==> config.mk <==
export PLATFORM = sky130hd
export DESIGN_NAME = alu_2b_bank
export DESIGN_NICKNAME = d
export VERILOG_FILES = /design/src/rtl/rmt_action_pkg.sv /design/src/rtl/alu_2b_lane.sv /design/src/rtl/alu_2b_bank.sv
export SDC_FILE = /design/constraint.sdc
export NUM_CORES = 2
export LEC_CHECK = 0
export ABC_AREA = 1
export CAP_MARGIN = 20
export CELL_PAD_IN_SITES_DETAIL_PLACEMENT = 2
export CELL_PAD_IN_SITES_GLOBAL_PLACEMENT = 2
export CORE_AREA = 2 2 605 607
export CTS_CLUSTER_SIZE = 24
export DETAILED_ROUTE_END_ITERATION = 10
export DIE_AREA = 0 0 607 609
export GPL_TIMING_DRIVEN = 0
export PLACE_DENSITY = 0.44
export SLEW_MARGIN = 20
export SYNTH_ARGS = -nofsm -noshare
export SYNTH_HDL_FRONTEND = slang
export SYNTH_SLANG_ARGS = --single-unit
==> constraint.sdc <==
create_clock -name clk -period 3.3 [get_ports clk]
set_input_delay 0.66 -clock clk [delete_from_list [all_inputs] [get_ports clk]]
set_output_delay 0.66 -clock clk [all_outputs]
set_load 0.1 [all_outputs]
==> src/rtl/rmt_action_pkg.sv <==
// Shared action-word definitions for the RMT stage: opcode encodings, the
// ALU operation selector they decode to, and the 2B bank flow-control states.
package rmt_action_pkg;

   localparam int OPCODE_W = 4;

   localparam logic [OPCODE_W-1:0] OP_ADD  = 4'b0001;
   localparam logic [OPCODE_W-1:0] OP_SUB  = 4'b0010;
   localparam logic [OPCODE_W-1:0] OP_ADDI = 4'b1001;
   localparam logic [OPCODE_W-1:0] OP_SUBI = 4'b1010;
   localparam logic [OPCODE_W-1:0] OP_SET  = 4'b1110;

   typedef enum logic [1:0] {
      ALU_A,
      ALU_ADD,
      ALU_SUB,
      ALU_B
   } alu_sel_e;

   typedef enum logic [1:0] {
      ST_EMPTY,
      ST_OUT,
      ST_FULL
   } bank_state_e;

   // Immediate variants share the register datapath: the crossbar has already
   // placed the immediate on operand B.
   function automatic alu_sel_e decode_op(input logic [OPCODE_W-1:0] op);
      case (op)
         OP_ADD, OP_ADDI: return ALU_ADD;
         OP_SUB, OP_SUBI: return ALU_SUB;
         OP_SET:          return ALU_B;
         default:         return ALU_A;
      endcase
   endfunction

endpackage

==> src/rtl/alu_2b_lane.sv <==
// One 2-byte ALU lane: purely combinational, modulo-2^width_2B arithmetic,
// no flags and no saturation.
module alu_2b_lane
   import rmt_action_pkg::*;
#(
   parameter int width_2B = 16
) (
   input  logic [OPCODE_W-1:0] opcode,
   input  logic [width_2B-1:0] operand_a,
   input  logic [width_2B-1:0] operand_b,
   output logic [width_2B-1:0] result
);

   alu_sel_e w_sel;

   assign w_sel = decode_op(opcode);

   always_comb begin
      result = operand_a;
      case (w_sel)
         ALU_ADD: result = operand_a + operand_b;
         ALU_SUB: result = operand_a - operand_b;
         ALU_B:   result = operand_b;
         default: result = operand_a;
      endcase
   end

endmodule

==> src/rtl/alu_2b_bank.sv <==
// Bank of NUM_PER_TYPE 2-byte ALU lanes with a one-entry output register plus
// one skid entry, so ready_out can be registered without dropping bundles.
module alu_2b_bank
   import rmt_action_pkg::*;
#(
   parameter int NUM_PER_TYPE = 8,
   parameter int ACT_LEN      = 25,
   parameter int width_2B     = 16
) (
   input  logic                             clk,
   input  logic                             rst_n,
   input  logic                             alu_in_valid,
   input  logic [width_2B*NUM_PER_TYPE-1:0] alu_in_2B_1,
   input  logic [width_2B*NUM_PER_TYPE-1:0] alu_in_2B_2,
   input  logic [255:0]                     phv_remain_data,
   input  logic [ACT_LEN*25-1:0]            action_in,
   input  logic                             action_valid_in,
   output logic                             ready_out,
   output logic [width_2B*NUM_PER_TYPE-1:0] phv_2B_out,
   output logic [255:0]                     phv_remain_out,
   output logic                             phv_out_valid,
   input  logic                             ready_in,
   output logic [31:0]                      pkt_cnt,
   output logic                             err_valid_mismatch
);

   localparam int LANES_W = width_2B * NUM_PER_TYPE;

   logic [LANES_W-1:0] w_alu_result;
   logic               w_xfer;
   logic               w_load_out;
   logic               w_load_skid;
   logic               w_skid_to_out;
   logic               w_unused_action;
   bank_state_e        w_state_next;

   bank_state_e        r_state;
   logic               r_ready_out;
   logic               r_out_valid;
   logic [LANES_W-1:0] r_out_data;
   logic [255:0]       r_out_remain;
   logic [LANES_W-1:0] r_skid_data;
   logic [255:0]       r_skid_remain;
   logic [31:0]        r_pkt_cnt;
   logic               r_err;

   // Lane k reads the opcode nibble at the top of action slot k+1.
   generate
      for (genvar gi = 0; gi < NUM_PER_TYPE; gi++) begin : g_lane
         alu_2b_lane #(
            .width_2B (width_2B)
         ) u_lane (
            .opcode    (action_in[(gi+2)*ACT_LEN-1 -: OPCODE_W]),
            .operand_a (alu_in_2B_1[(gi+1)*width_2B-1 -: width_2B]),
            .operand_b (alu_in_2B_2[(gi+1)*width_2B-1 -: width_2B]),
            .result    (w_alu_result[(gi+1)*width_2B-1 -: width_2B])
         );
      end
   endgenerate

   // Only the lane opcode nibbles matter; the rest of the action word is for other units.
   assign w_unused_action = ^action_in;

   assign w_xfer = alu_in_valid && action_valid_in && r_ready_out;

   always_comb begin
      w_state_next  = r_state;
      w_load_out    = 1'b0;
      w_load_skid   = 1'b0;
      w_skid_to_out = 1'b0;
      case (r_state)
         ST_EMPTY: begin
            if (w_xfer) begin
               w_load_out   = 1'b1;
               w_state_next = ST_OUT;
            end
         end
         ST_OUT: begin
            if (w_xfer && ready_in) begin
               w_load_out = 1'b1;
            end else if (w_xfer) begin
               w_load_skid  = 1'b1;
               w_state_next = ST_FULL;
            end else if (ready_in) begin
               w_state_next = ST_EMPTY;
            end
         end
         ST_FULL: begin
            if (ready_in) begin
               w_skid_to_out = 1'b1;
               w_state_next  = ST_OUT;
            end
         end
         default: w_state_next = ST_EMPTY;
      endcase
   end

   always_ff @(posedge clk or negedge rst_n) begin
      if (!rst_n) begin
         r_state     <= ST_EMPTY;
         r_ready_out <= 1'b1;
         r_out_valid <= 1'b0;
      end else begin
         r_state     <= w_state_next;
         r_ready_out <= (w_state_next != ST_FULL);
         r_out_valid <= (w_state_next != ST_EMPTY);
      end
   end

   always_ff @(posedge clk or negedge rst_n) begin
      if (!rst_n) begin
         r_out_data    <= '0;
         r_out_remain  <= '0;
         r_skid_data   <= '0;
         r_skid_remain <= '0;
      end else begin
         if (w_load_out) begin
            r_out_data   <= w_alu_result;
            r_out_remain <= phv_remain_data;
         end else if (w_skid_to_out) begin
            r_out_data   <= r_skid_data;
            r_out_remain <= r_skid_remain;
         end
         if (w_load_skid) begin
            r_skid_data   <= w_alu_result;
            r_skid_remain <= phv_remain_data;
         end
      end
   end

   always_ff @(posedge clk or negedge rst_n) begin
      if (!rst_n) begin
         r_pkt_cnt <= '0;
         r_err     <= 1'b0;
      end else begin
         if (w_xfer) begin
            r_pkt_cnt <= r_pkt_cnt + 32'd1;
         end
         if (alu_in_valid != action_valid_in) begin
            r_err <= 1'b1;
         end
      end
   end

   assign ready_out          = r_ready_out;
   assign phv_out_valid      = r_out_valid;
   assign phv_2B_out         = r_out_data;
   assign phv_remain_out     = r_out_remain;
   assign pkt_cnt            = r_pkt_cnt;
   assign err_valid_mismatch = r_err;

endmodule

== After elaboration in Yosys (flattened, before gate mapping) ==
Cells that the tools add are included.
Storage, ports and cells
  logic and storage cells: 149
  input port bits: 1142
  register bits: 805
  output and inout port bits: 419
Cells by class
  reduce and logical (&&, ||, !) cells: 22
  equal/unequal tests: 68
  $add $sub $neg: 17
  muxes and demuxes: 33
Operators by type and width (number)
  $mux 256: 2
  $pmux 16 s3: 8
  $mux 128: 2
  $add 16x16->16: 8
  $sub 16x16->16: 8
  $eq 4x4->1 const B: 24
  $pmux 2 s3: 9
  $eq 2x2->1 const B: 17
  $add 32x1->32 const B: 1
  $eq 4x1->1 const B: 8
  $eq 4x2->1 const B: 8
  $reduce_or 2->1: 16
  $eq 2x1->1 const B: 9
  $mux 2: 5
  $mux 1: 6
  $reduce_bool 2->1: 2
  $logic_and 1x1->1: 3
  $logic_not 2->1: 1
  $ne 2x2->1 const B: 1
  $pmux 1 s2: 1
  $ne 1x1->1: 1

== Longest topological paths before layout ==
  depth after elaboration: 6
  depth in mapped cells: 27
  mapped depth without buffers: 26

== Modules after synthesis ==
A second synthesis with hierarchy kept.
Second synthesis, totals
  cell total of the unflattened synthesis: 5981
  area, all modules: 47185.3 um2
By module, submodules not included
  alu_2b_bank: sequential area each 20145.6 um2, area an instance 34486.8 um2, instances 1, cells an instance 3631
  alu_2b_lane (g_lane[3].u_lane ...): sequential area each 0.0 um2, area an instance 1572.8 um2, instances 5, cells an instance 293
  alu_2b_lane (g_lane[0].u_lane ...): sequential area each 0.0 um2, area an instance 1611.5 um2, instances 3, cells an instance 295

== Least setup slack after synthesis ==
OpenSTA, ideal clock, no wires.
  path type: input-to-reg
  start point: input port action_in[222]
  end point: register r_out_data[120] (netlist: phv_2B_out[120])
  cell stages on the path: 24
  library setup time: 0.120 ns
  required time: 3.180 ns
  path buffers: 1
  path slack: -0.134 ns
  arrival time: 3.314 ns
  cells stage by stage: inv_1 > nor2_1 > inv_1 > nor3_1 > a31oi_1 > ha_1 > clkbuf_1 > inv_1 > nand2_1 > o21ai_0 > xor2_1 > inv_1 > ha_1 > a21oi_1 > nor2_1 > nor2_1 > nand2_1 > or2_2 > nand3_1 > nand2_1 > o21ai_0 > nand2_1 > nand2_1 > nand2_1
Between the ends
  longest elaborated chain between the ends: 6
  elaborated cells on any way between the ends: 13
  those cells by class: eq/ne (8); mux (3); reduce/logical (2)
RTL lines
  start: declaration: RTL line alu_2b_bank.sv:16  | input logic [ACT_LEN*25-1:0] action_in,
  $eq 4x2->1, or another cell as far along: RTL line rmt_action_pkg.sv:29  | case (op)
  $reduce_or 2->1: RTL line rmt_action_pkg.sv:29
  $pmux 2 s3 *: RTL line rmt_action_pkg.sv:29
  $eq 2x2->1 / $eq 2x1->1 (equally long branches): RTL line alu_2b_lane.sv:20  | case (w_sel)
  $pmux 16 s3 *: RTL line alu_2b_lane.sv:20
  $mux 128 *: RTL line alu_2b_bank.sv:117  | if (w_load_out) begin
  end signal: assignment: RTL line alu_2b_bank.sv:118  | r_out_data <= w_alu_result;
  end signal: assignment: RTL line alu_2b_bank.sv:121  | r_out_data <= r_skid_data;
  end: declaration: RTL line alu_2b_bank.sv:40  | logic [LANES_W-1:0] r_out_data;
Every way passes the cells marked *; elsewhere a longest branch is shown, timed or not.
A chain may end at the register's enable or synchronous reset.

== Worst setup path after layout ==
  start point: input port action_in[121]
  end point: register r_out_data[63] (netlist: phv_2B_out[63])
Same word-level chain as after synthesis.

==> impl_metrics.tcl <==
set metrics [dict create \
    status "finished, final reports clean" \
    htreeDepth 3 \
    vias 47100 \
    grt_pass1_wl_um 430000 \
    grtUsageMet1_pct 19.3 \
    clock_skew_ns 0.121 \
    synth_seq_cells 805 \
    clockBufferDepth 4 \
    clkTransAtPathRegs_ns 0.06 \
    p_leak_nw 29.8 \
    netlist.area_leader.share_pct 44.5 \
    cts_buffers 119 \
    post-route-period-util_pct 98.0 \
    rsz0062_at_grt "yes" \
    ys_types 51 \
    synth_top_cell_by_area "dfrtp_1" \
    pin_count 1561 \
    cts.sinks 805 \
    final_common_cell "nand2_1" \
    synth_seq_area_share_pct 44.5 \
    fin_tns_setup_ns 0 \
    dieArea_um2 370000 \
    cp-end-kind "flip-flop" \
    gp_congestion 0.816 \
    setup_viol 0 \
    min_period_ns 3.23 \
    cp.required_ns 3.99 \
    cts_tree "done" \
    synthArstFlopShare_pct 100 \
    firstDrtPassIters 5 \
    yosys_warnings 0 \
    use_met2_pct 29.0 \
    path_max_fanout 7 \
    hold_viol_final 0 \
    holdWs_ns 0.286 \
    port_buffers 967 \
    drv_slew 0 \
    start_util_pct 12.4 \
    ir_drop_mv 0.445 \
    max_slew.worst_pin.slew_ns 1.22 \
    syn_nets 7278 \
    clockRootBuffer "clkbuf_16" \
    syn_inst 5974 \
    syn_avg_cell_area_um2 7.57 \
    busiest_layer "met2" \
    die_h_um 609 \
    synth_area_leaders "dfrtp_1 (44%), nand2_1 (15%), o21ai_0 (6.9%)" \
    dp_hpwl_um 256000 \
    grt_overflow 0 \
    cp_data_arrival_time_ns 3.92 \
    fp-row-count 222 \
    drc 0 \
    min_path_type "in -> async" \
    max_freq_ghz 0.309 \
    final_cell_mix "nand2_1 (1,678), clkdlybuf4s50_1 (809), dfrtp_1 (804), inv_1 (643), o21ai_0 (520)" \
    dieWidth_um 607 \
    syn2layout_area_growth_pct 51.4 \
    grt_usage_pct 16.7 \
    drive_gt1_share_pct 15.8 \
    cp-start-kind "input pin" \
    antenna_found_initial 166 \
    nNetsFinal 8454 \
    synth-edff-count 0 \
    drt_iter0_drc 2210 \
    met3_usage_pct 6.74 \
    wl_um 316000 \
    ys.flop_type "dfrtp_1" \
    viasPerCell 3.89 \
    grt_pass1_vias 51500 \
    wl_per_cell_um 26.1 \
    path_class "in -> reg" \
    max-slew-margin-rel_pct 18.3 \
    r2r.worst_path.cells 10 \
    synthesis.area_um2 45200 \
    maxCapViolations 0 \
    cellPowerDensity_nw_per_um2 760 \
    nFillCells 42200 \
    clk_latency_ns 0.93 \
    drtAntennaViolNets 0 \
    grt_max_degree 127 \
    core_um2 364000 \
]
-- where the power goes --
group	internal [mW]	switching, mW	leakage (nW)	total [mW]
logic	5.65	18.3	18.0	24.0
clock network	7.80	5.35	1.92	13.2
registers	13.1	1.82	9.88	14.9
-- worst max-delay path, cell delays in order --
cell and delay (ns):
clkdlybuf4s50_1 0.54, nor2_2 0.06, inv_2 0.10, nor3_4 0.05, a31oi_4 0.19, ha_4 0.20
inv_6 0.06, o21ai_4 0.10, o21ai_4 0.11, nor2_4 0.12, o21ai_2 0.09, xor2_2 0.22
ha_4 0.25, nand2_2 0.10, inv_1 0.06, a21oi_2 0.15, nand2_1 0.08, a21oi_2 0.13
nand3_1 0.08, nand3_1 0.07, nand2_1 0.07, nand2_2 0.10, nand2_1 0.08, nand2_2 0.15
nand2_1 0.06
-- stage by stage --
stage / cell area (um2) / utilization (%) / power (mW) / worst slack, ns / std cells
global placement: 61000 / 16.8 / 38.6 / -41.82 / 11800
CTS: 66300 / 18.2 / 52.6 / -0.00878 / 12000
global route: 68400 / 18.8 / 55.0 / -0.126 / 12100
detailed placement: 60900 / 16.8 / 38.7 / -2.22 / 11800
floorplan: 45300 / - / 30.0 / -0.0275 / 5974
finish: 68500 / 18.8 / 52.1 / 0.0665 / 12100
-- metal layers --
layer  up-vias  share of wire, %
met1     23600                40
met4       148               1.9
li1      21800                 -
met5         -              0.30
met3       401               9.4
met2      1149                49
-- cell families (layout without fill, tap and decap cells) --
logic type / count (synthesis) / after routing / synth area share, %
xor gates and xnor gates: 135 / 135 / 2.63
other: 0 / 54 / 0
AOI/OAI and AO/OA: 1377 / 1377 / 17.4
and+or+nand+nor: 2540 / 2540 / 22.7
adders and majority gates: 162 / 162 / 4.61
DFF: 805 / 805 / 44.5
buffers and inverters: 955 / 2220 / 8.18
-- worst paths after layout --
check                      slack, ns                   to                  from
max                             0.07       phv_2B_out[63]        action_in[121]
min                             0.29  phv_remain_out[161]                 rst_n
max reg2reg                     0.27       phv_2B_out[53]             ready_out
min reg2reg                     0.47  phv_remain_out[247]    r_skid_remain[247]
max in group asynchronous       0.43       phv_2B_out[57]                 rst_n
min in group clk                0.33   r_skid_remain[222]  phv_remain_data[222]
-- synth_stat cells, types with 3 or more instances --
cell type	count
nand2_1	1819
dfrtp_1	804
inv_1	682
o21ai_0	626
nor2_1	365
a21oi_1	332
o211ai_1	286
nand3_1	185
clkbuf_1	160
ha_1	154
xor2_1	104
buf_2	89
or2_2	70
o21ai_1	34
nor3_1	33
xnor2_1	30
nand3b_1	24
o21a_1	20
a21o_1	19
buf_1	15
nand4_1	13
o21bai_1	10
a22o_1	9
a31oi_1	8
fa_1	8
inv_2	8
o221ai_1	8
o31ai_1	8
a22oi_1	7
nor4_1	6
nand2_2	4
nor2_4	4
a21boi_0	3
nor2_2	3
nor3_4	3
o41ai_1	3
-- repair_timing --
action | 4_1_cts | 5_1_grt
hold endpoints to repair | 69 | 0
endpoints found under the setup margin | 761 | 201
buffers inserted | 31 | 38
pin swaps | 63 | 154
hold buffers | 1 | 0
resized for setup | 387 | 510
gates cloned | 1 | 0
-- layout make-up --
type,instances,area (um2),share of cell area [%]
Timing Repair Buffer,1056,10200,14.9
Inverter,690,2630,3.84
Clock inverter,43,500,0.731
Multi-Input combinational cell,4214,24200,35.3
Clock buffer,167,3400,4.96
Antenna cell,54,135,0.197
Sequential cell,805,20100,29.4
Tap cell,4816,6030,8.80
Buffer,264,1290,1.88
-- state kept, by name (all words and copies together) (netlist names) --
signal and count:
err_valid_mismatch 1, phv_2B_out 128, r_skid_data 128, pkt_cnt 32, r_state 2, phv_remain_out 256, r_skid_remain 256, ready_out 1
phv_out_valid 1
(Power assumes the default switching activity.)
